--- src/rtl/beep_defs.sv ---
// Shared definitions for the buzzer melody player: FSM encoding, note
// frequencies, half-period helper and the melody ROM.
package beep_defs;

    typedef enum logic [1:0] {
        IDLE = 2'd0,
        NOTE = 2'd1,
        GAP  = 2'd2,
        DONE = 2'd3
    } state_t;

    localparam int F_C4 = 262;
    localparam int F_E4 = 330;
    localparam int F_G4 = 392;
    localparam int F_C5 = 523;
    localparam int F_E5 = 659;
    localparam int F_G5 = 784;
    localparam int F_C6 = 1047;

    localparam int WIN_LEN  = 4;
    localparam int FAIL_LEN = 3;
    localparam int MAX_LEN  = 4;

    localparam int IDX_W  = 2;
    localparam int HALF_W = 20;
    localparam int MS_W   = 16;
    localparam int TICK_W = 20;

    function automatic int half_cycles(input int clk_hz, input int freq_hz);
        return clk_hz / (2 * freq_hz);
    endfunction

    // Indices past the end of a melody repeat its final note.
    function automatic int melody_freq(input logic win, input int idx);
        int f;
        f = F_C4;
        if (win) begin
            case (idx)
                0:       f = F_C5;
                1:       f = F_E5;
                2:       f = F_G5;
                default: f = F_C6;
            endcase
        end else begin
            case (idx)
                0:       f = F_G4;
                1:       f = F_E4;
                default: f = F_C4;
            endcase
        end
        return f;
    endfunction

endpackage

--- src/rtl/tone_gen.sv ---
// Square-wave divider: toggles the output every `half` enabled cycles,
// holding divider and output at zero while disabled.
module tone_gen
    import beep_defs::*;
(
    input  logic              clk,
    input  logic              rst,
    input  logic              en,
    input  logic [HALF_W-1:0] half,
    output logic              wave
);

    logic [HALF_W-1:0] div_reg;
    logic              wave_reg;

    always_ff @(posedge clk or posedge rst) begin
        if (rst) begin
            div_reg  <= '0;
            wave_reg <= 1'b0;
        end else if (!en) begin
            div_reg  <= '0;
            wave_reg <= 1'b0;
        end else if (div_reg == half - HALF_W'(1)) begin
            div_reg  <= '0;
            wave_reg <= ~wave_reg;
        end else begin
            div_reg <= div_reg + HALF_W'(1);
        end
    end

    assign wave = wave_reg;

endmodule

--- src/rtl/beep_player.sv ---
// Plays a win or fail melody on a passive buzzer after a start edge,
// with busy while playing and a one-cycle over pulse on completion.
module beep_player
    import beep_defs::*;
#(
    parameter int CLK_FREQ_HZ  = 1_000_000,
    parameter int NOTE_WIN_MS  = 150,
    parameter int NOTE_FAIL_MS = 300,
    parameter int GAP_MS       = 20
) (
    input  logic clk,
    input  logic rst,
    input  logic st,
    input  logic win,
    input  logic stop,
    output logic beep,
    output logic busy,
    output logic over
);

    localparam int TICK_CYCLES = CLK_FREQ_HZ / 1000;

    state_t             state_reg, state_next;
    logic               st_sync_reg, st_prev_reg, win_sync_reg;
    logic               win_reg, win_next;
    logic [IDX_W-1:0]   idx_reg, idx_next;
    logic [TICK_W-1:0]  tick_cnt_reg;
    logic [MS_W-1:0]    ms_cnt_reg;
    logic [MS_W-1:0]    seg_ms;
    logic               restart, ms_tick, seg_done, st_edge, last_note;
    logic [HALF_W-1:0]  half_rom [2][MAX_LEN];
    logic [HALF_W-1:0]  half_sel;
    logic               tone_wave;

    // Half-period table folds to constants: row 0 fail melody, row 1 win.
    generate
        for (genvar gi = 0; gi < MAX_LEN; gi++) begin : g_half_rom
            assign half_rom[0][gi] = HALF_W'(half_cycles(CLK_FREQ_HZ, melody_freq(1'b0, gi)));
            assign half_rom[1][gi] = HALF_W'(half_cycles(CLK_FREQ_HZ, melody_freq(1'b1, gi)));
        end
    endgenerate

    assign half_sel = half_rom[win_reg][idx_reg];

    // st and win are registered together so the verdict lines up with the edge.
    always_ff @(posedge clk or posedge rst) begin
        if (rst) begin
            st_sync_reg  <= 1'b0;
            st_prev_reg  <= 1'b0;
            win_sync_reg <= 1'b0;
        end else begin
            st_sync_reg  <= st;
            st_prev_reg  <= st_sync_reg;
            win_sync_reg <= win;
        end
    end

    assign st_edge = st_sync_reg & ~st_prev_reg;

    always_ff @(posedge clk or posedge rst) begin
        if (rst) begin
            tick_cnt_reg <= '0;
            ms_cnt_reg   <= '0;
        end else if (restart) begin
            tick_cnt_reg <= '0;
            ms_cnt_reg   <= '0;
        end else if (ms_tick) begin
            tick_cnt_reg <= '0;
            ms_cnt_reg   <= ms_cnt_reg + MS_W'(1);
        end else begin
            tick_cnt_reg <= tick_cnt_reg + TICK_W'(1);
        end
    end

    assign ms_tick   = (tick_cnt_reg == TICK_W'(TICK_CYCLES - 1));
    assign seg_ms    = (state_reg == GAP) ? MS_W'(GAP_MS)
                     : (win_reg ? MS_W'(NOTE_WIN_MS) : MS_W'(NOTE_FAIL_MS));
    assign seg_done  = ms_tick && (ms_cnt_reg == seg_ms - MS_W'(1));
    assign last_note = win_reg ? (idx_reg == IDX_W'(WIN_LEN - 1))
                               : (idx_reg == IDX_W'(FAIL_LEN - 1));

    always_ff @(posedge clk or posedge rst) begin
        if (rst) begin
            state_reg <= IDLE;
            win_reg   <= 1'b0;
            idx_reg   <= '0;
        end else begin
            state_reg <= state_next;
            win_reg   <= win_next;
            idx_reg   <= idx_next;
        end
    end

    always_comb begin
        state_next = state_reg;
        win_next   = win_reg;
        idx_next   = idx_reg;
        restart    = 1'b0;
        if (stop) begin
            state_next = IDLE;
            restart    = 1'b1;
        end else begin
            case (state_reg)
                IDLE: begin
                    restart = 1'b1;
                    if (st_edge) begin
                        state_next = NOTE;
                        win_next   = win_sync_reg;
                        idx_next   = '0;
                    end
                end
                NOTE: begin
                    if (seg_done) begin
                        state_next = GAP;
                        restart    = 1'b1;
                    end
                end
                GAP: begin
                    if (seg_done) begin
                        restart = 1'b1;
                        if (last_note) begin
                            state_next = DONE;
                        end else begin
                            state_next = NOTE;
                            idx_next   = idx_reg + IDX_W'(1);
                        end
                    end
                end
                DONE: begin
                    restart    = 1'b1;
                    state_next = IDLE;
                end
                default: begin
                    state_next = IDLE;
                    restart    = 1'b1;
                end
            endcase
        end
    end

    tone_gen u_tone_gen (
        .clk  (clk),
        .rst  (rst),
        .en   (state_reg == NOTE),
        .half (half_sel),
        .wave (tone_wave)
    );

    // The divider clears one cycle after leaving NOTE, so gate it here.
    assign beep = tone_wave & (state_reg == NOTE);
    assign busy = (state_reg != IDLE);
    assign over = (state_reg == DONE);

endmodule

--- config.mk ---
export PLATFORM = sky130hd
export DESIGN_NAME = beep_player
export DESIGN_NICKNAME = d
export VERILOG_FILES = /design/src/rtl/beep_defs.sv /design/src/rtl/tone_gen.sv /design/src/rtl/beep_player.sv
export SDC_FILE = /design/constraint.sdc
export NUM_CORES = 1
export LEC_CHECK = 0
export CORE_ASPECT_RATIO = 1.5
export CORE_UTILIZATION = 68
export CTS_BUF_LIST = sky130_fd_sc_hd__clkbuf_16
export CTS_CLUSTER_SIZE = 16
export DETAILED_ROUTE_END_ITERATION = 12
export DONT_BUFFER_PORTS = 1
export GPL_TIMING_DRIVEN = 0
export MAX_ROUTING_LAYER = met4
export PLACE_DENSITY = 0.84
export SKIP_LAST_GASP = 1
export SYNTH_ARGS = -nofsm -noshare
export SYNTH_HDL_FRONTEND = slang
export SYNTH_SLANG_ARGS = --single-unit
--- constraint.sdc ---
create_clock -name clk -period 5.8 [get_ports clk]
set_input_delay 0 -clock clk [delete_from_list [all_inputs] [get_ports clk]]
set_output_delay 0 -clock clk [all_outputs]
set_load 0.02 [all_outputs]
# --- Word-level counts from Yosys, hierarchy flattened ---
# Cells that the tools add are included.
word_totals:
  ff_bits: 65
  inputBits: 5
  out_inout_bits: 3
classes:
  add_sub_neg: 6
  n_lt_le_gt_ge: 2
  n_eq_ne: 15
  mux: 30
  n_bitwise: 7
  reduce_logical: 10
op_table:
  columns: ["operator", "n"]
  rows:
  - ["80-bit two-way mux", 2]
  - ["20-bit two-way mux", 6]
  - ["71-bit two-way mux", 1]
  - ["20-bit by 1-bit adder with 20-bit output (second input constant)", 2]
  - ["20-bit binary-select mux with 2-bit select", 1]
  - ["16-bit two-way mux", 2]
  - ["20-bit by 10-bit equality test with 1-bit output (second input constant)", 1]
  - ["20-bit equality test", 1]
  - ["20-bit by 1-bit subtractor with 20-bit output (second input constant)", 1]
  - ["9-bit two-way mux", 2]
  - ["16-bit by 1-bit adder with 16-bit output (second input constant)", 1]
  - ["16-bit equality test", 1]
  - ["2-bit two-way mux", 8]
  - ["9-bit by 1-bit subtractor with 10-bit output (second input constant)", 1]
  - ["3-bit != test (second input constant)", 3]
  - ["2-bit equality test (second input constant)", 4]
  - ["2-bit != test (second input constant)", 4]
  - ["2-bit case mux with 4 select lines", 1]
  - ["3-bit AND reduction", 2]
  - ["2-bit nonzero test", 3]
  - ["1-bit two-way mux", 5]
  - ["5-bit AND reduction", 1]
  - ["2-bit case mux with 2 select lines", 1]
  - ["2-bit OR reduction", 2]
  - ["other kinds (11)", 14]

# --- Depth between registers and ports, before layout ---
# Gate-level depths: netlist (run 1).
logic_depth:
  ltp_word: 11
  mapped_depth: 12
  depth_no_buf: 10

# --- Hierarchy ---
# From an unflattened synthesis (run 1), not the netlist that was laid out.
hier_totals:
  cells_unflattened: 467
  area_unflattened_um2: 4156.5
modules_own_cells:
  columns: ["module", "n_inst", "cells_each", "area_per_inst_um2", "seq_area_each_um2"]
  rows:
  - ["beep_player", 1, 265, 2497.4, 1101.1]
  - ["tone_gen", 1, 202, 1659.1, 525.5]

# --- Worst setup path before layout (run 1) ---
# Ideal clock, no wire load.
synth_timing:
  path_type: "reg2reg"
  start: "register win_reg"
  end: "register u_tone_gen.wave_reg (netlist: u_tone_gen.wave)"
  setup_ns: 0.078
  arrival_time_ns: 2.705
  setup_slack_ns: 3.018
  stages_incl_launch_ff: 10
  n_path_buf: 0
  path_cell_list: "dfrtp_1 > ha_1 > or2_2 > fa_1 > xnor2_1 > nor4_1 > nand3_1 > or4_1 > or3_1 > a21boi_1"
synth_between:
  elab_chain_len: 10
synth_lines:
  columns: ["element", "line", "rtl"]
  rows:
  - ["start: declaration", "beep_player.sv:25", "logic win_reg, win_next;"]
  - ["start signal: assignment", "beep_player.sv:89", "win_reg <= win_next;"]
  - ["1-bit inverter with 2-bit output (implied by the code)", "beep_player.sv:43", "assign half_sel = half_rom[win_reg][idx_reg];"]
  - ["71-bit two-way mux (implied by the code)", "beep_player.sv:43", null]
  - ["80-bit two-way mux (implied by the code) (2 in a row)", "beep_player.sv:43", null]
  - ["20-bit binary-select mux with 2-bit select", "beep_player.sv:43", null]
  - ["20-bit two-way mux (implied by the code) (2 in a row)", "beep_player.sv:43", null]
  - ["20-bit by 1-bit subtractor with 20-bit output", "tone_gen.sv:23", "end else if (div_reg == half - HALF_W'(1)) begin"]
  - ["20-bit equality test", "tone_gen.sv:23", null]
  - ["2-bit != test (no line)", null, null]
  - ["end signal: assignment", "tone_gen.sv:25", "wave_reg <= ~wave_reg;"]
  - ["end: declaration", "tone_gen.sv:14", "logic wave_reg;"]
# Every way passes these cells. The select of a mux whose other input is x is not followed.
# A chain may end at the register's enable or synchronous reset.

# --- Final worst setup path (run 1) ---
layout_timing:
  start: "register win_reg"
  end: "register u_tone_gen.div_reg[9]"
layout_between:
  elab_chain_len: 11
layout_lines:
  columns: ["element", "line", "rtl"]
  rows:
  - ["1-bit inverter with 2-bit output (implied by the code)", "beep_player.sv:43", null]
  - ["71-bit two-way mux (implied by the code)", "beep_player.sv:43", null]
  - ["80-bit two-way mux (implied by the code) (2 in a row)", "beep_player.sv:43", null]
  - ["20-bit binary-select mux with 2-bit select", "beep_player.sv:43", null]
  - ["20-bit two-way mux (implied by the code) (2 in a row)", "beep_player.sv:43", null]
  - ["20-bit by 1-bit subtractor with 20-bit output", "tone_gen.sv:23", null]
  - ["20-bit equality test", "tone_gen.sv:23", null]
  - ["20-bit two-way mux", "tone_gen.sv:23", null]
  - ["20-bit two-way mux", "tone_gen.sv:20", "end else if (!en) begin"]
  - ["end signal: assignment", "tone_gen.sv:27", "div_reg <= div_reg + HALF_W'(1);"]
  - ["end: declaration", "tone_gen.sv:13", "logic [HALF_W-1:0] div_reg;"]
# Every way passes these cells. The select of a mux whose other input is x is not followed.

==> results of run 1 <==
[Yosys cell counts, types with 5 or more instances]
cell and count:
and2_1 7, nand4_1 12, xnor2_1 27, o21ai_0 6
xor2_1 30, nor2_1 71, nor4_1 5, nand3_1 20
buf_2 6, dfrtp_1 65, or4_1 6, ha_1 14
nor3_1 8, or3_1 6, nand2_1 26, and3_1 5
nand2b_1 8, inv_1 16, a21oi_1 9
[stage by stage]
step / total power, W / hold WS, ns
finish: 0.00131 / 0.0274
global route: 0.00137 / 0.0688
CTS: 0.00132 / 0.0291
detailed placement: 0.000808 / 0.0315
global placement: 0.000793 / 0.0315
floorplan: 0.000730 / 0.0314
[logic make-up (layout without fill, tap and decap cells)]
| kind of cell | Yosys count | after routing |
|---|---|---|
| mux | 5 | 5 |
| flops | 65 | 65 |
| fa+ha+maj | 15 | 15 |
| xor+xnor | 57 | 57 |
| simple gates | 190 | 190 |
| buf+inv | 28 | 47 |
| compound gates | 29 | 29 |
[cells in the final DEF, fill, tap and decap left out, drive strengths merged, types with 9 or more instances in the layout]
master	instances
xor2	30
nand3	20
nor2	71
nand2	26
nand4	12
ha	14
dfrtp	65
xnor2	27
a21oi	9
inv	16
clkbuf	13
[worst register-to-register path: stages (launching register included)]
cell and delay [ns]:
dfrtp_1 0.52, ha_1 0.34, or2_2 0.32, fa_1 0.47, xnor2_1 0.16, nor4_1 0.22, nand3_1 0.16, or4_1 0.46
o21ai_1 0.20, buf_2 0.26, nor2_1 0.08
[cell type report]
class                           count  share of cell area (%)
Tap cell                           68                    2.09
Multi-Input combinational cell    296                    46.8
Clock inverter                      5                    1.20
Sequential cell                    65                    40.0
Inverter                           17                    1.57
Clock buffer                        9                    5.55
Buffer                             11                    1.29
Timing Repair Buffer                5                    1.48
[power groups by stage]
stage | combinational, W | sequential, W | clock, W
after floorplan | 0.000233 | 0.000497 | 0
after global placement | 0.000289 | 0.000505 | 0
after detailed placement | 0.000303 | 0.000505 | 0
after CTS | 0.000309 | 0.000497 | 0.000514
after global routing | 0.000343 | 0.000501 | 0.000529
final | 0.000308 | 0.000498 | 0.000509
[worst max path at each step]
stage          slack, ns  cells after the start     from                     end
2_1_floorplan       3.02                      9  win_reg         u_tone_gen.wave
3_3_place_gp        2.54                     10  win_reg  u_tone_gen.div_reg[16]
3_5_place_dp        2.49                     10  win_reg   u_tone_gen.div_reg[3]
4_1_cts             2.48                     10  win_reg   u_tone_gen.div_reg[9]
5_1_grt             2.29                     10  win_reg  u_tone_gen.div_reg[17]
6_report            2.48                     10  win_reg   u_tone_gen.div_reg[9]
[per-layer routing]
metal,global-route usage (%),vias up
met5,-,-
met2,54.1,39
met4,16.5,0
met1,30.9,1377
met3,6.21,15
li1,-,1351
[what timing repair did]
item / CTS / global route
endpoints found under the hold margin: 44 / 0
hold buffers: 4 / 0
buffers inserted: 0 / 0
==> results.toml, run 1 <==
[yosys]
synth_mux_area_share_pct = 1.41
synth_top_area_cell = "dfrtp_1"
synthXorXnorAreaFrac_pct = 13.7
async_flop_share_pct = 100
yosys.area_share.simple_pct = 26.4
synth_ff_type = "dfrtp_1"
synthCells = 389
yosysWarnings = 0
synth_cell_types = 48
synth_adder_area_share_pct = 5.36
synth-compound-area-share_pct = 5.26
synthesis.area_mm2 = 0.00364
yosys_register_bits = 65
syn_avg_cell_area_um2 = 9.36
synth_top_area_share_pct = 44.7
synth_edf_count = 0
ys_seq_area_share_pct = 44.7
syn-num-nets = 409
synthTopCellsByArea = "dfrtp_1 (45%), nor2_1 (7.3%), xor2_1 (7.2%)"
synth_top_family_by_area = "simple AND/OR/NAND/NOR gates"

[drt]
firstDrtPassIters = 4
num_vias = 2782
via_per_inst = 5.84
top_layer_used = "met4"
wl_met3_um = 161
drtIter0Drc = 125
wl_met2_um = 4230
finalWirelength_um = 7400
wire_per_inst_um = 15.6
wl_met1_um = 2850
postRouteAntennaNets = 0
drc = 0

[clocking]
clock_tree.buffer_depth = 2
cts_resized = 0
cts-buffers-inserted = 9
htree_levels = 3
clk_latency_ns = 0.33
cts_tree = "built"
clkSlewWorstSetupHoldPaths_ns = 0.05
cts.sinks = 65
cts-root-buf = "clkbuf_16"

[timing]
fin_ws_ns = 2.48
tightest_slew_ns = 0.863
skew_ns = 0.00753
drv_slew = 0
fin_crit_ns = 3.32
setup_violations = 0
hold_viol_final = 0
tns_ns = 0
fmax_mhz = 302
relSlewSlack_pct = 42.4
period_share_pct = 57.2
rsz0062_at_grt = "no"

[worst_setup_path]
cp_num_buf_inv = 1
r2r_slack_ns = 2.48
crit_path_max_fanout = 10
cp_cell_sequence = "ha_1 > or2_2 > fa_1 > xnor2_1 > nor4_1 > nand3_1 > or4_1 > o21ai_1 > buf_2 > nor2_1"
critical_path_class = "reg -> reg"
cp_slowest_cell = "dfrtp_1"
crit_arrival_ns = 3.52
crit_family = "simple AND/OR/NAND/NOR gates"
reg2reg_from = "win_reg"
worstPathRequired_ns = 6.01
critPathMaxStageDelay_ns = 0.52
reg2reg_depth = 10
start_kind = "register"
timing.rr.end = "u_tone_gen.div_reg[9]"
crit_path_end_kind = "register"

[outcome]
outcome = "completed"

[die]
die_h_um = 91.6
die-area_mm2 = 0.00566
io-pin-count = 8
coreArea_mm2 = 0.00516
rows = 32
die_x_um = 61.8
initial_utilization_pct = 70.5

[power]
p_leak_nw = 1.66
internal_power_w = 0.000909
p_switching_w = 0.000405
clkPwrFrac_pct = 38.7
combPwrFrac_pct = 23.4
seq_power_share_pct = 37.9
switching_share_pct = 30.8
power_density_mw_per_mm2 = 324
vdd_ir_drop_max_v = 0.000351

[layout]
num-nets-final = 425
utilization_pct = 78.6
fill_cells = 337
drive_above_1_share_pct = 6.37
area_growth_syn_to_layout_pct = 11.5
antenna_cells = 0
fin_cells = 476
multiInputGateArea_mm2 = 0.00190
seq_area_mm2 = 0.00163
design_area_mm2 = 0.00406

[placed_design]
dp_hpwl_um = 5130
placed_cell_area_mm2 = 0.00375
gp_congestion = 0.880
dp_slack_ns = 2.49
dp_cells = 458
place.port_buffers = 0

[global_routing]
grt_pass1_vias = 2885
grt_max_degree = 41
globalRouteTotalUtil_pct = 31.1
grt_antenna_before_repair = 0
grt_overflow = 0
grt_pass1_wl_um = 12400

[job]
maxCapViolations = 0

[min_path]
min_path_type = "in -> reg"
min-delay-start = "stop"
min_to = "ms_cnt_reg[15]"
holdPathStages = 2
Note: power is estimated with default switching activity, not from simulation.
==> inputs of run 2 (changes only) <==
--- a/config.mk
+++ b/config.mk
@@ -6,14 +6,14 @@
 export NUM_CORES = 1
 export LEC_CHECK = 0
 export CORE_ASPECT_RATIO = 1.5
-export CORE_UTILIZATION = 68
+export CORE_UTILIZATION = 63
 export CTS_BUF_LIST = sky130_fd_sc_hd__clkbuf_16
 export CTS_CLUSTER_SIZE = 16
 export DETAILED_ROUTE_END_ITERATION = 12
 export DONT_BUFFER_PORTS = 1
 export GPL_TIMING_DRIVEN = 0
 export MAX_ROUTING_LAYER = met4
-export PLACE_DENSITY = 0.84
+export PLACE_DENSITY = 0.79
 export SKIP_LAST_GASP = 1
 export SYNTH_ARGS = -nofsm -noshare
 export SYNTH_HDL_FRONTEND = slang
==> constraint.sdc (replaced) <==
create_clock -name clk -period 3.35 [get_ports clk]
set_input_delay 0 -clock clk [delete_from_list [all_inputs] [get_ports clk]]
set_output_delay 0 -clock clk [all_outputs]
set_load 0.02 [all_outputs]
==> run 2 against run 1 <==
Combinational power is 74% higher; utilization is 4.9 points lower; global-route usage is 3.3 points lower; via count is 1.6% lower; clock skew hardly changed; count of clock-buffer cells in the layout stayed put; first-iteration DRC count is 6.4% lower; critical path depth stayed put; total power is 72% higher; sequential power is 73% higher; design area is 0.49% higher; critical endpoint is now u_tone_gen.div_reg[7]; highest routed layer unchanged.
==> results.toml, run 2 (synthesis results as in run 1) <==
[outcome]
outcome = "completed"

[timing]
tightest_slew_ns = 0.681
rsz0062_at_grt = "no"
tns_ns = 0
relSlewSlack_pct = 54.5
fin_ws_ns = 0.175
drv_slew = 0
skew_ns = 0.00720
fmax_mhz = 315
setup_violations = 0
hold_viol_final = 0
fin_crit_ns = 3.17
period_share_pct = 94.8

[placed_design]
dp_slack_ns = 0.0440
place.port_buffers = 0
placed_cell_area_mm2 = 0.00375
dp_hpwl_um = 5110
gp_congestion = 0.795

[global_routing]
grt_pass1_vias = 2816
grt_antenna_before_repair = 0
globalRouteTotalUtil_pct = 27.8
grt_overflow = 0
grt_max_degree = 35
grt_pass1_wl_um = 12400

[layout]
design_area_mm2 = 0.00408
seq_area_mm2 = 0.00163
area_growth_syn_to_layout_pct = 12.1
multiInputGateArea_mm2 = 0.00191
final_cell_mix = "nor2_1 (71), dfrtp_1 (63), xor2_1 (30), xnor2_1 (27), nand2_1 (26)"
antenna_cells = 0
fill_cells = 435
drive_above_1_share_pct = 7.09
final_common_cell = "nor2_1"
num-nets-final = 425

[power]
vdd_ir_drop_max_v = 0.000605
power_density_mw_per_mm2 = 555
p_leak_nw = 1.67

[clocking]
clk_latency_ns = 0.32
cts.sinks = 65
cts-buffers-inserted = 9
htree_levels = 3
clock_tree.buffer_depth = 2
clkSlewWorstSetupHoldPaths_ns = 0.05
cts_tree = "built"
cts-root-buf = "clkbuf_16"

[die]
rows = 33
die_h_um = 95.1
io-pin-count = 8
initial_utilization_pct = 65.8
die_x_um = 64.1
coreArea_mm2 = 0.00553
die-area_mm2 = 0.00610

[drt]
finalWirelength_um = 7200
drtIter0Drc = 117
drc = 0
firstDrtPassIters = 4
wl_met2_um = 4120
wl_met3_um = 130
wire_per_inst_um = 15.0
num_vias = 2738
top_layer_used = "met4"
via_per_inst = 5.72
postRouteAntennaNets = 0
wl_met1_um = 2770

[worst_setup_path]
crit_path_max_fanout = 10
worstPathRequired_ns = 3.56
start_kind = "register"
critical_path_class = "reg -> reg"
crit_arrival_ns = 3.38
crit_path_end_kind = "register"

[job]
maxCapViolations = 0

[min_path]
min_path_type = "in -> reg"
## run 2: cell count changes in the layout (fill, tap and decap cells not counted), sizes merged
| cell | delta |
|---|---|
| clkinv | -1 |
| buf | -2 |
| inv | +2 |
| clkbuf | +2 |
## run 2: stage by stage
stage | instances | hold slack, ns | util, % | power (W)
global placement | 459 | 0.0315 | 67.4 | 0.00137
floorplan | 389 | 0.0314 | - | 0.00126
finish | 479 | 0.0451 | 73.8 | 0.00227
global route | 479 | 0.0585 | 73.8 | 0.00238
detailed placement | 460 | 0.0301 | 67.8 | 0.00140
CTS | 479 | 0.0349 | 73.5 | 0.00228
## run 2: worst paths after layout
check	start	to	slack (ns)	cells past startpoint
max in group asynchronous	rst	win_reg	2.48	3
setup reg to reg	win_reg	u_tone_gen.div_reg[7]	0.18	10
hold / removal	stop	ms_cnt_reg[14]	0.05	2
min in group asynchronous	rst	u_tone_gen.div_reg[11]	0.24	2
setup / recovery	win_reg	u_tone_gen.div_reg[7]	0.18	10
hold reg to reg	st_sync_reg	st_prev_reg	0.38	0
## run 2: final cells by class
type | instances | area share [%]
multi-input cells | 296 | 46.7
well taps | 70 | 2.15
clock inverters | 6 | 1.29
inverters | 17 | 1.56
repair buffers | 5 | 1.47
clock buffers | 9 | 5.52
plain buffers | 11 | 1.41
flip-flops and latches | 65 | 39.9
## run 2: critical path: stages (launching register included)
cell and delay [ns]:
dfrtp_2 0.49, ha_1 0.29, or2_2 0.32, fa_1 0.47
xnor2_1 0.17, nor4_2 0.15, nand3_1 0.15, or4_1 0.46
o21ai_1 0.22, clkbuf_4 0.25, nor2_1 0.08
## run 2: power breakdown
part	switching, W	total [W]	leakage (nW)	internal [W]
combinational	0.000330	0.000537	0.625	0.000206
clock	0.000307	0.000868	0.147	0.000561
sequential	0.0000450	0.000862	0.895	0.000817
total	0.000682	0.00227	1.67	0.00158
## run 2: timing repair
item,4_1_cts,5_1_grt
gates resized for setup,0,5
hold buffers,4,0
setup endpoints to repair,0,21
hold endpoints to repair,36,0
buffers inserted,0,0
## run 2: metal layers
layer	track usage [%]	up-vias
li1	-	1343
met1	26.9	1349
met2	53.0	28
met3	5.02	18
met4	12.5	0
met5	-	-
==> inputs of run 3 (changes only) <==
--- a/config.mk
+++ b/config.mk
@@ -5,7 +5,6 @@
 export SDC_FILE = /design/constraint.sdc
 export NUM_CORES = 1
 export LEC_CHECK = 0
-export CORE_ASPECT_RATIO = 1.5
 export CORE_UTILIZATION = 63
 export CTS_BUF_LIST = sky130_fd_sc_hd__clkbuf_16
 export CTS_CLUSTER_SIZE = 16
==> run 3 against run 2 <==
Final cell count is 0.63% higher; wire length decreased by 4.7%; maximum frequency shrank 0.17%; design area barely moved; sequential share of layout area hardly changed; die area down 0.10%; critical path depth unchanged; setup slack worse by 0.0055 ns; non-clock buffer count is the same; via count is 0.51% higher; count of clock-buffer cells in the layout stayed put; clock power is 2.3% higher; critical path type unchanged.
==> results.toml, run 3 (synthesis results as in run 1) <==
[layout]
drive_above_1_share_pct = 6.34
num-nets-final = 425
final_cell_mix = "nor2_1 (71), dfrtp_1 (65), xor2_1 (30), xnor2_1 (27), nand2_1 (26)"
antenna_cells = 0
area_growth_syn_to_layout_pct = 12.0
design_area_mm2 = 0.00408
final_common_cell = "nor2_1"

[timing]
drv_slew = 0
tightest_slew_ns = 0.507
fin_crit_ns = 3.18
relSlewSlack_pct = 66.2
fmax_mhz = 314
skew_ns = 0.00735
setup_violations = 0
tns_ns = 0
period_share_pct = 94.9
hold_viol_final = 0
rsz0062_at_grt = "no"

[die]
die_h_um = 78.0
coreArea_mm2 = 0.00554
rows = 27
initial_utilization_pct = 65.7
io-pin-count = 8
die_x_um = 78.0
die-area_mm2 = 0.00609

[clocking]
clock_tree.buffer_depth = 2
post_cts_buffers = 0
clk_latency_ns = 0.33
cts_tree = "built"
clkSlewWorstSetupHoldPaths_ns = 0.05
cts-root-buf = "clkbuf_16"
cts.sinks = 65
cts-buffers-inserted = 9
htree_levels = 3

[worst_setup_path]
r2r_slack_ns = 0.17
crit_arrival_ns = 3.39
timing.rr.end = "u_tone_gen.div_reg[19]"
crit_path_max_fanout = 10
crit_path_end_kind = "register"
reg2reg_depth = 10
reg2reg_from = "win_reg"
worstPathRequired_ns = 3.56
start_kind = "register"
critical_path_class = "reg -> reg"

[global_routing]
grt_max_degree = 44
grt_antenna_before_repair = 0
grt_pass1_vias = 2727
grt_pass1_wl_um = 12300
globalRouteTotalUtil_pct = 26.6
grt_overflow = 0

[min_path]
min_to = "ms_cnt_reg[15]"
holdPathStages = 2
min-delay-start = "stop"
min_path_type = "in -> reg"

[drt]
wire_per_inst_um = 14.2
num_vias = 2752
wl_met3_um = 126
via_per_inst = 5.71
firstDrtPassIters = 4
finalWirelength_um = 6860
drc = 0
postRouteAntennaNets = 0
top_layer_used = "met4"
wl_met2_um = 3360
wl_met1_um = 3240
drtIter0Drc = 167

[power]
vdd_ir_drop_max_v = 0.000368
p_leak_nw = 1.67
power_density_mw_per_mm2 = 558

[outcome]
outcome = "completed"

[placed_design]
place.port_buffers = 0
placed_cell_area_mm2 = 0.00375
dp_hpwl_um = 4720
gp_congestion = 0.812

[job]
maxCapViolations = 0
==> run 3: worst max path at each step <==
stage,start,slack (ns),cells after the start,to
after CTS,win_reg,0.13,10,u_tone_gen.div_reg[2]
after detailed placement,win_reg,0.16,10,u_tone_gen.div_reg[11]
after global routing,win_reg,0.04,10,u_tone_gen.div_reg[19]
after global placement,win_reg,0.22,10,u_tone_gen.div_reg[2]
final,win_reg,0.17,10,u_tone_gen.div_reg[19]
after floorplan,win_reg,0.57,9,u_tone_gen.wave
==> run 3: area by class of cell <==
type | instances | area [um2]
inverter | 17 | 63.8
clock buffer | 9 | 225
tap | 72 | 90.1
timing repair buffer | 5 | 60.1
multi-input combinational | 296 | 1900
fill | 393 | 1460
sequential | 65 | 1630
clock inverter | 7 | 55.1
buffer | 11 | 55.1
==> run 3: power by group <==
| part | total [W] | internal (W) | switching, W |
|---|---|---|---|
| Clock | 0.000888 | 0.000562 | 0.000326 |
| Sequential | 0.000862 | 0.000815 | 0.0000463 |
| Combinational | 0.000528 | 0.000202 | 0.000326 |
| Total | 0.00228 | 0.00158 | 0.000698 |
==> run 3: through the flow <==
stage / util, % / hold WS [ns] / worst slack [ns] / total power, W / instances
2_1_floorplan: - / 0.0314 / 0.568 / 0.00126 / 389
5_1_grt: 73.6 / 0.0708 / 0.0401 / 0.00238 / 482
3_3_place_gp: 67.4 / 0.0315 / 0.220 / 0.00137 / 461
4_1_cts: 73.5 / 0.0205 / 0.127 / 0.00228 / 482
6_report: 73.6 / 0.0227 / 0.170 / 0.00228 / 482
3_5_place_dp: 67.7 / -0.0541 / 0.159 / 0.00139 / 462
==> run 3: repair_timing <==
action                                  4_1_cts  5_1_grt
resized for setup                             0        2
endpoints found under the hold margin        26        0
endpoints found under the setup margin        0       18
hold buffers                                  4        0
==> run 3: routing by layer <==
| layer | vias to the layer above | global-route usage, % |
|---|---|---|
| met2 | 24 | 43.5 |
| met5 | - | - |
| li1 | 1352 | - |
| met3 | 11 | 4.30 |
| met1 | 1365 | 32.7 |
| met4 | 0 | 11.9 |
==> run 3: worst max-delay path, stage by stage (launching register included) <==
cell and delay (ns):
dfrtp_1 0.51, ha_2 0.30, or2_2 0.31, fa_1 0.47, xnor2_1 0.16, nor4_1 0.17
nand3_1 0.13, or4_1 0.46, o21ai_1 0.19, buf_2 0.25, nor2_1 0.09
